<file path="src/rtl/scanline_irq_pkg.sv">
// Shared types and defaults for the scanline IRQ controller and its watchdog.
package scanline_irq_pkg;
    typedef enum logic {RUN, FIRE} wdog_state_t;

    localparam int IRQ_SRC_W       = 3;
    localparam int DEF_VOFFSET     = 10;
    localparam int DEF_WDOG_FRAMES = 8;
    localparam int DEF_WDOG_PULSE  = 16;
endpackage

</file>
<file path="src/rtl/scanline_wdog.sv">
// Frame watchdog: counts unpaused frames since the last kick and emits a
// fixed-length reset pulse when the frame budget runs out.
module scanline_wdog
    import scanline_irq_pkg::*;
#(
    parameter int WDOG_FRAMES = DEF_WDOG_FRAMES,
    parameter int WDOG_PULSE  = DEF_WDOG_PULSE
) (
    input  logic clk_10M,
    input  logic reset,
    input  logic frame_ev,
    input  logic pause,
    input  logic wdog_kick,
    output logic wdog_reset
);
    localparam int CNT_W   = 8;
    localparam int PULSE_W = $clog2(WDOG_PULSE + 1);

    wdog_state_t        state;
    logic [CNT_W-1:0]   cnt;
    logic [PULSE_W-1:0] pulse;
    logic               kick_q;

    always_ff @(posedge clk_10M) begin
        if (reset) begin
            state      <= RUN;
            cnt        <= '0;
            pulse      <= '0;
            wdog_reset <= 1'b0;
            kick_q     <= 1'b1;
        end else begin
            kick_q <= wdog_kick;
            case (state)
                RUN: begin
                    // A kick edge beats a coinciding frame increment
                    if (wdog_kick && !kick_q) begin
                        cnt <= '0;
                    end else if (frame_ev && !pause) begin
                        if (cnt == CNT_W'(WDOG_FRAMES - 1)) begin
                            state      <= FIRE;
                            wdog_reset <= 1'b1;
                            pulse      <= '0;
                            cnt        <= CNT_W'(WDOG_FRAMES);
                        end else begin
                            cnt <= cnt + 1'b1;
                        end
                    end
                end
                FIRE: begin
                    if (pulse == PULSE_W'(WDOG_PULSE - 1)) begin
                        state      <= RUN;
                        wdog_reset <= 1'b0;
                        cnt        <= '0;
                    end else begin
                        pulse <= pulse + 1'b1;
                    end
                end
                default: state <= RUN;
            endcase
        end
    end
endmodule

</file>
<file path="src/rtl/scanline_irq_ctrl.sv">
// Multi-channel scanline IRQ generator for the 6502 with per-channel pending/ack.
// Build with SCANLINE_IRQ_WDOG_EN defined to include the frame watchdog.
module scanline_irq_ctrl
    import scanline_irq_pkg::*;
#(
    parameter int NUM_CH      = 4,
    parameter int VCNT_W      = 8,
    parameter int VOFFSET     = DEF_VOFFSET,
    parameter int WDOG_FRAMES = DEF_WDOG_FRAMES,
    parameter int WDOG_PULSE  = DEF_WDOG_PULSE
) (
    input  logic                     clk_10M,
    input  logic                     reset,
    input  logic                     phi_0,
    input  logic                     sync,
    input  logic                     pause,
    input  logic [VCNT_W-1:0]        vcnt,
    input  logic                     intack_n,
    input  logic [NUM_CH-1:0]        ch_en,
    input  logic [NUM_CH*VCNT_W-1:0] ch_line,
    input  logic                     wdog_kick,
    output logic                     irq_n,
    output logic [IRQ_SRC_W-1:0]     irq_src,
    output logic [NUM_CH-1:0]        pending,
    output logic                     wdog_reset
);
    logic [VCNT_W-1:0] vcnt_q;
    logic [VCNT_W-1:0] vadj;
    logic              line_ev;
    logic              intack_q;
    logic              sp_q;
    logic              ack_ev;
    logic              sp_rise;
    logic [NUM_CH-1:0] set_vec;
    logic [NUM_CH-1:0] clr_vec;

    assign vadj    = vcnt - VCNT_W'(VOFFSET);
    assign line_ev = (vcnt != vcnt_q);
    assign ack_ev  = intack_q && !intack_n;
    assign sp_rise = sync && phi_0 && !sp_q;

    always_comb begin
        set_vec = '0;
        for (int i = 0; i < NUM_CH; i++)
            set_vec[i] = line_ev && ch_en[i] && (ch_line[i*VCNT_W +: VCNT_W] == vadj);
    end

    // Lowest pending index wins; downward scan leaves the lowest one last
    always_comb begin
        irq_src = '0;
        for (int i = NUM_CH - 1; i >= 0; i--)
            if (pending[i]) irq_src = IRQ_SRC_W'(i);
    end

    assign clr_vec = ack_ev ? ((NUM_CH'(1) << irq_src) & pending) : '0;

    always_ff @(posedge clk_10M) begin
        if (reset) begin
            vcnt_q   <= vcnt;
            intack_q <= 1'b1;
            sp_q     <= 1'b1;
            pending  <= '0;
            irq_n    <= 1'b1;
        end else begin
            vcnt_q   <= vcnt;
            intack_q <= intack_n;
            sp_q     <= sync && phi_0;
            pending  <= (pending & ~clr_vec) | set_vec;
            if (sp_rise)
                irq_n <= ~|pending;
        end
    end

`ifdef SCANLINE_IRQ_WDOG_EN
    logic frame_ev;
    assign frame_ev = line_ev && (vadj == '0);

    scanline_wdog #(
        .WDOG_FRAMES(WDOG_FRAMES),
        .WDOG_PULSE (WDOG_PULSE)
    ) u_wdog (
        .clk_10M   (clk_10M),
        .reset     (reset),
        .frame_ev  (frame_ev),
        .pause     (pause),
        .wdog_kick (wdog_kick),
        .wdog_reset(wdog_reset)
    );
`else
    logic unused_wdog;
    assign unused_wdog = &{1'b0, pause, wdog_kick};
    assign wdog_reset  = 1'b0;
`endif
endmodule

</file>
<file path="config.mk">
export PLATFORM = sky130hd
export DESIGN_NAME = scanline_irq_ctrl
export DESIGN_NICKNAME = d
export VERILOG_FILES = /design/src/rtl/scanline_irq_pkg.sv /design/src/rtl/scanline_wdog.sv /design/src/rtl/scanline_irq_ctrl.sv
export SDC_FILE = /design/constraint.sdc
export NUM_CORES = 1
export LEC_CHECK = 0
export CAP_MARGIN = 10
export CORE_AREA = 4 4 86 56
export DETAILED_ROUTE_END_ITERATION = 8
export DIE_AREA = 0 0 90 60
export DONT_BUFFER_PORTS = 1
export PLACE_DENSITY = 0.4
export SYNTH_ARGS = -nofsm -noshare
export SYNTH_HDL_FRONTEND = slang
export SYNTH_SLANG_ARGS = --single-unit
</file>
<file path="constraint.sdc">
create_clock -name clk_10M -period 2.9 [get_ports clk_10M]
set_input_delay 0.145 -clock clk_10M [delete_from_list [all_inputs] [get_ports clk_10M]]
set_output_delay 0.145 -clock clk_10M [all_outputs]
set_load 0.005 [all_outputs]
</file>
==> summary.txt, run 1 <==
Outcome -> finished clean
Top FF cell, synth -> dfxtp_1
Initial core utilization -> 29.5%
Antenna cells -> 0
Hold WC Path Type -> in2reg
Startpoint types -> register
Hold Path Cell Cnt -> 2
Worst hold start -> phi_0
Worst vdd ir -> 0.000206 V
Clk slew on worst S/H paths -> 70 ps
Ys async rst share -> 0%
CP peak stage delay -> 420 ps
Max Slew Vio Count -> 0
Row cnt -> 18
Uppermost layer routed -> met4
Min-Delay Endpoint -> sp_q$_SDFF_PP1_
# DRC -> 0
Layout Skew -> 4.47 ps
Fmax -> 695 MHz
Resized Gates After CTS -> 0
Util after Layout -> 33.5%
PortBufs -> 0
RSZ-0062 raised after global routing -> no
DRT antenna net count -> 0
Pre-CTS setup slack -> 1380 ps
DP Wirelength -> 2490 um
Vias in the first global route -> 949
Crit share post-route -> 49.6%
Post-synthesis sequential area ratio -> 25.6%
Distinct cells, synth -> 35
Total CTS buffers -> 3
RD Place Congestion -> 0.732
Vias per cell -> 4.81
Global-route wire length before repair -> 4530 um
Postcts setup bufs -> 0
Die W -> 90 um
Fin crit period -> 1440 ps
DR vias -> 904
Non-Filler Instances -> 188
Met2 wire length -> 1290 um
Clock insertion delay at the later pin of the skew report -> 250 ps
DRT iter0 DRCs -> 11
DRT Wirelength -> 3010 um
Mapped Area -> 1170 sq um
Die area -> 5400 sq um
Post-synth EDFFs -> 0
Worst Setup End Kind -> register
Routed length on met3 -> 308 um
Max Cap Violations -> 0
Worst reg2reg path startpoint -> vcnt_q[2]$_DFF_P_
CP Cell Sequence -> xor2_1 -> nor4_1 -> a21oi_1 -> nand3_1 -> o31ai_2
Cell count after synthesis -> 130
Crit-path max FO -> 4
Drt wl/cell -> 16.0 um
Delay-heaviest family, CP -> simple AND/OR/NAND/NOR gates
Area grow syn2layout -> 13.6%
Clock Sinks -> 15
Total GRT Usage -> 11.1%
Req. time, crit path -> 3020 ps
Worst Setup Slack, final -> 1460 ps
Largest net degree at the start of global routing -> 11
CP max-delay cell -> nor4_1
Type of the worst setup path -> reg2reg
Post-synthesis register bit count -> 15
Routed met1 length -> 1400 um
Die Span Y -> 60 um
Static leakage -> 0.000493 uW
Arrival time worst endpoint -> 1560 ps
DR pass1 iterations -> 4
Mean Syn Cell Area -> 9.04 sq um
Top-Level Pins -> 60
TritonCTS clock tree -> done
Synth Warn # -> 0
Grt total ovfl -> 0
H-tree depth -> 1
Reg2reg setup slack -> 1460 ps
Fraction of layout cells with a size suffix above 1 -> 12.3%
Crit path buf inv count -> 0
Total power -> 522 uW
Cell Pwr Density -> 391 nW/um^2
Clk buf depth -> 2
Sum Neg Setup Slack -> 0 ps
Final setup viols -> 0
Worst r2r path cells -> 5
Fin nets -> 191
Initial antenna violation count -> 0
Clock root buffer -> clkbuf_8
Worst R2R End -> pending[2]$_SDFF_PP0_
Core box area -> 3990 sq um
Hold Fails Final Rpt -> 0
Dpl cells -> 174
## sequential cells by signal, summed over array words and instances, names as in the netlist
name      flops
vcnt_q        8
irq_n         1
intack_q      1
pending       4
sp_q          1
## metal layers
layer	track usage [%]	vias to the layer above
met5	0	-
met4	1.96	0
met3	4.91	2
met2	18.0	34
met1	13.8	420
li1	-	448
## kinds of logic after synthesis
family | after synthesis | synth area share (%)
buf+inv | 11 | 5.75
simple gates | 36 | 16.3
fa+ha+maj | 1 | 1.06
compound gates | 18 | 13.3
xor+xnor | 48 | 37.7
other cells | 1 | 0.319
flops | 15 | 25.6
## report_power, final
| part | leakage (uW) | total, uW | internal, uW | switching [uW] |
|---|---|---|---|---|
| Combinational | 0.000343 | 128 | 69.8 | 58.4 |
| Clock | 0.0000255 | 176 | 95.2 | 80.3 |
| Sequential | 0.000125 | 218 | 215 | 3.80 |
| Total | 0.000493 | 522 | 380 | 143 |
## cell type report
class | count | area, sq um
inverter | 4 | 15.0
clock inverter | 1 | 5.00
fill | 434 | 2650
clock buffer | 3 | 41.3
tap | 50 | 62.6
timing repair buffer | 10 | 100
sequential | 15 | 300
multi-input combinational | 105 | 811
## cell usage in the layout (no fill, tap or decap), drive strengths merged, types with 2 or more instances in the layout
master	count
nand3	3
nand2b	2
o31ai	3
nand4	6
or4	2
nor2	8
dlygate4sd3	10
nor3	3
clkbuf	3
inv	4
xor2	25
xnor2	23
nor4	2
o21ai	5
dfxtp	15
o311ai	2
conb	2
a21oi	3
nand2	7
## worst max-delay path by stage
| stage | start | cells after the start | end | slack (ps) |
|---|---|---|---|---|
| floorplan | vcnt[1] | 8 | pending[2]$_SDFF_PP0_ | 1420 |
| global placement | vcnt[1] | 7 | pending[3]$_SDFF_PP0_ | 1420 |
| detailed placement | vcnt[1] | 7 | pending[1]$_SDFF_PP0_ | 1380 |
| CTS | vcnt_q[2]$_DFF_P_ | 5 | pending[1]$_SDFF_PP0_ | 1440 |
| global route | vcnt_q[2]$_DFF_P_ | 5 | pending[2]$_SDFF_PP0_ | 1290 |
| finish | vcnt_q[2]$_DFF_P_ | 5 | pending[2]$_SDFF_PP0_ | 1460 |
## worst register-to-register path: stages, from the launching register on
cell and delay, ps:
dfxtp_1 310, xor2_1 160, nor4_1 420, a21oi_1 200, nand3_1 150, o31ai_2 70
## through the flow
| step | hold WS (ps) | area [sq um] |
|---|---|---|
| 2_1_floorplan | 173 | 1180 |
| 3_3_place_gp | 173 | 1190 |
| 3_5_place_dp | 173 | 1190 |
| 4_1_cts | 38.8 | 1340 |
| 5_1_grt | 60.1 | 1340 |
| 6_report | 46.7 | 1340 |
## timing repair
action,CTS,global route
endpoints found under the setup margin,0,0
hold endpoints to repair,9,0
hold buffers,10,0
## cell usage after synthesis, types with 4 or more instances
cell | count | area [sq um]
xnor2_1 | 23 | 201
xor2_1 | 22 | 193
dfxtp_1 | 15 | 300
nor2_1 | 8 | 30.0
nand2_1 | 7 | 26.3
nand4_1 | 6 | 37.5
inv_1 | 4 | 15.0
Power figures use the tool's default switching activity.
==> run 2, diff against run 1 <==
Clock period 2.9 ns to 1.5 ns, I/O delays scaled along.
==> summary.txt, run 2 (same netlist as run 1, synthesis figures left out) <==
Outcome -> finished clean
Static leakage -> 0.000505 uW (+2.5%)
Final hold slack -> 39.2 ps (-7.48 ps)
Hold Fails Final Rpt -> 0 (unchanged)
Most common cell after layout, fill and taps aside -> xnor2_1
Worst hold start -> reset
Clock root buffer -> clkbuf_8
Clk slew on worst S/H paths -> 70 ps (about the same)
Die W -> 90 um (unchanged)
Final setup viols -> 0 (unchanged)
RSZ-0062 raised after global routing -> no
Largest net degree at the start of global routing -> 11 (unchanged)
Final instance area -> 1370 sq um (+2.3%)
Hold Path Cell Cnt -> 3 (+1)
Area after DPL -> 1200 sq um (+0.63%)
Total GRT Usage -> 11.2% (+0.13 points)
DRT iter0 DRCs -> 30 (+19)
DRT Wirelength -> 2960 um (-1.9%)
Global-route wire length before repair -> 4510 um (-0.46%)
H-tree depth -> 1 (unchanged)
Antenna cells -> 0 (unchanged)
Cell Pwr Density -> 741 nW/um^2 (+90%)
Postcts setup bufs -> 0 (unchanged)
Fin crit period -> 1320 ps (-116 ps)
Area grow syn2layout -> 16.3%
Total CTS buffers -> 3 (unchanged)
Die Span Y -> 60 um (unchanged)
Max reg flops -> 8 (unchanged)
Worst r2r path cells -> 6 (+1)
Fin nets -> 194 (+1.6%)
Total power -> 1010 uW (+94%)
Vias in the first global route -> 923 (-2.7%)
Startpoint types -> register
Vias per cell -> 4.75 (-1.1%)
Req. time, crit path -> 1620 ps (-1400 ps)
Row cnt -> 18 (unchanged)
Util after Layout -> 34.3% (+0.78 points)
Largest regs -> vcnt_q x8, pending x4
Top-Level Pins -> 60 (unchanged)
Max Cap Violations -> 0 (unchanged)
DR vias -> 908 (+0.44%)
DP Wirelength -> 2490 um (-0.28%)
Crit share post-route -> 88.2% (+39 points)
Die area -> 5400 sq um (unchanged)
Grt total ovfl -> 0 (unchanged)
TritonCTS clock tree -> done
DR pass1 iterations -> 4 (unchanged)
Initial core utilization -> 29.5% (unchanged)
Layout Skew -> 1.18 ps (-3.29 ps)
PortBufs -> 0 (unchanged)
RD Place Congestion -> 0.749 (+2.3%)
Reg2reg setup slack -> 180 ps (-1280 ps)
Worst R2R End -> pending[2]$_SDFF_PP0_
DRT antenna net count -> 0 (unchanged)
Worst vdd ir -> 0.000309 V (+50%)
Drt wl/cell -> 15.5 um (-3.4%)
Clk buf depth -> 2 (unchanged)
Crit-path max FO -> 4 (unchanged)
Fmax -> 756 MHz (+8.8%)
Worst Setup End Kind -> register
Most flop-heavy register -> vcnt_q
Min-Delay Endpoint -> pending[0]$_SDFF_PP0_
Sum Neg Setup Slack -> 0 ps (unchanged)
Worst reg2reg path startpoint -> vcnt_q[3]$_DFF_P_
Core box area -> 3990 sq um (unchanged)
Hold WC Path Type -> in2reg
Clock insertion delay at the later pin of the skew report -> 250 ps (about the same)
Type of the worst setup path -> reg2reg
Arrival time worst endpoint -> 1450 ps (-110 ps)
Most frequent cells in the layout -> 23 x xnor2_1, 22 x xor2_1, 15 x dfxtp_1, 12 x dlygate4sd3_1, 8 x nor2_1
Clock Sinks -> 15 (unchanged)
Fraction of layout cells with a size suffix above 1 -> 13.5% (+1.2 points)
Initial antenna violation count -> 0 (unchanged)
Max Slew Vio Count -> 0 (unchanged)
# DRC -> 0 (unchanged)
[run 2: routing by layer]
layer | vias to the layer above | part of all wire, % | global-route usage (%)
met2 | 36 | 43 | 17.1
met3 | 2 | 8.0 | 5.41
met1 | 416 | 49 | 14.6
met4 | 0 | 0.27 | 1.96
met5 | - | 0 | 0
li1 | 454 | - | -
[run 2: area by class of cell]
class / count / area [sq um]
multi-input cells: 105 / 815
inverters: 4 / 15.0
clock buffers: 3 / 41.3
well taps: 50 / 62.6
clock inverters: 1 / 5.00
flip-flops and latches: 15 / 300
repair buffers: 13 / 128
fillers: 425 / 2620
[run 2: report_power, final]
part           internal [uW]  total, uW  switching, uW  leakage (uW)
combinational            140        253            113      0.000355
clock                    184        338            154     0.0000255
sequential               415        422           7.03      0.000125
total                    739       1010            274      0.000505
[run 2: how the worst max path moves through the flow]
stage,end,slack [ps],depth (start not counted),from
3_5_place_dp,pending[2]$_SDFF_PP0_,40,7,vcnt[1]
4_1_cts,pending[1]$_SDFF_PP0_,70,6,vcnt_q[2]$_DFF_P_
3_3_place_gp,pending[3]$_SDFF_PP0_,90,7,vcnt[1]
6_report,pending[2]$_SDFF_PP0_,180,6,vcnt_q[3]$_DFF_P_
2_1_floorplan,pending[2]$_SDFF_PP0_,90,8,vcnt[1]
5_1_grt,pending[2]$_SDFF_PP0_,100,6,vcnt_q[7]$_DFF_P_
[run 2: metrics by stage]
stage               setup slack [ps]  cells
CTS                             69.2    191
global placement                94.0    175
floorplan                       94.2    131
detailed placement              43.0    175
global route                     102    191
finish                           177    191
[run 2: what timing repair did]
action | in CTS | in global routing
setup endpoints to repair | 0 | 3
hold buffers | 12 | 0
hold endpoints to repair | 10 | 0
resized for setup | 0 | 1
[run 2: worst max-delay path, stage by stage, from the launching register on]
cell and delay [ps]:
dfxtp_1 310, xor2_1 150, nor4_1 290, buf_4 170, a21oi_2 70, nand3_1 140
o31ai_2 70
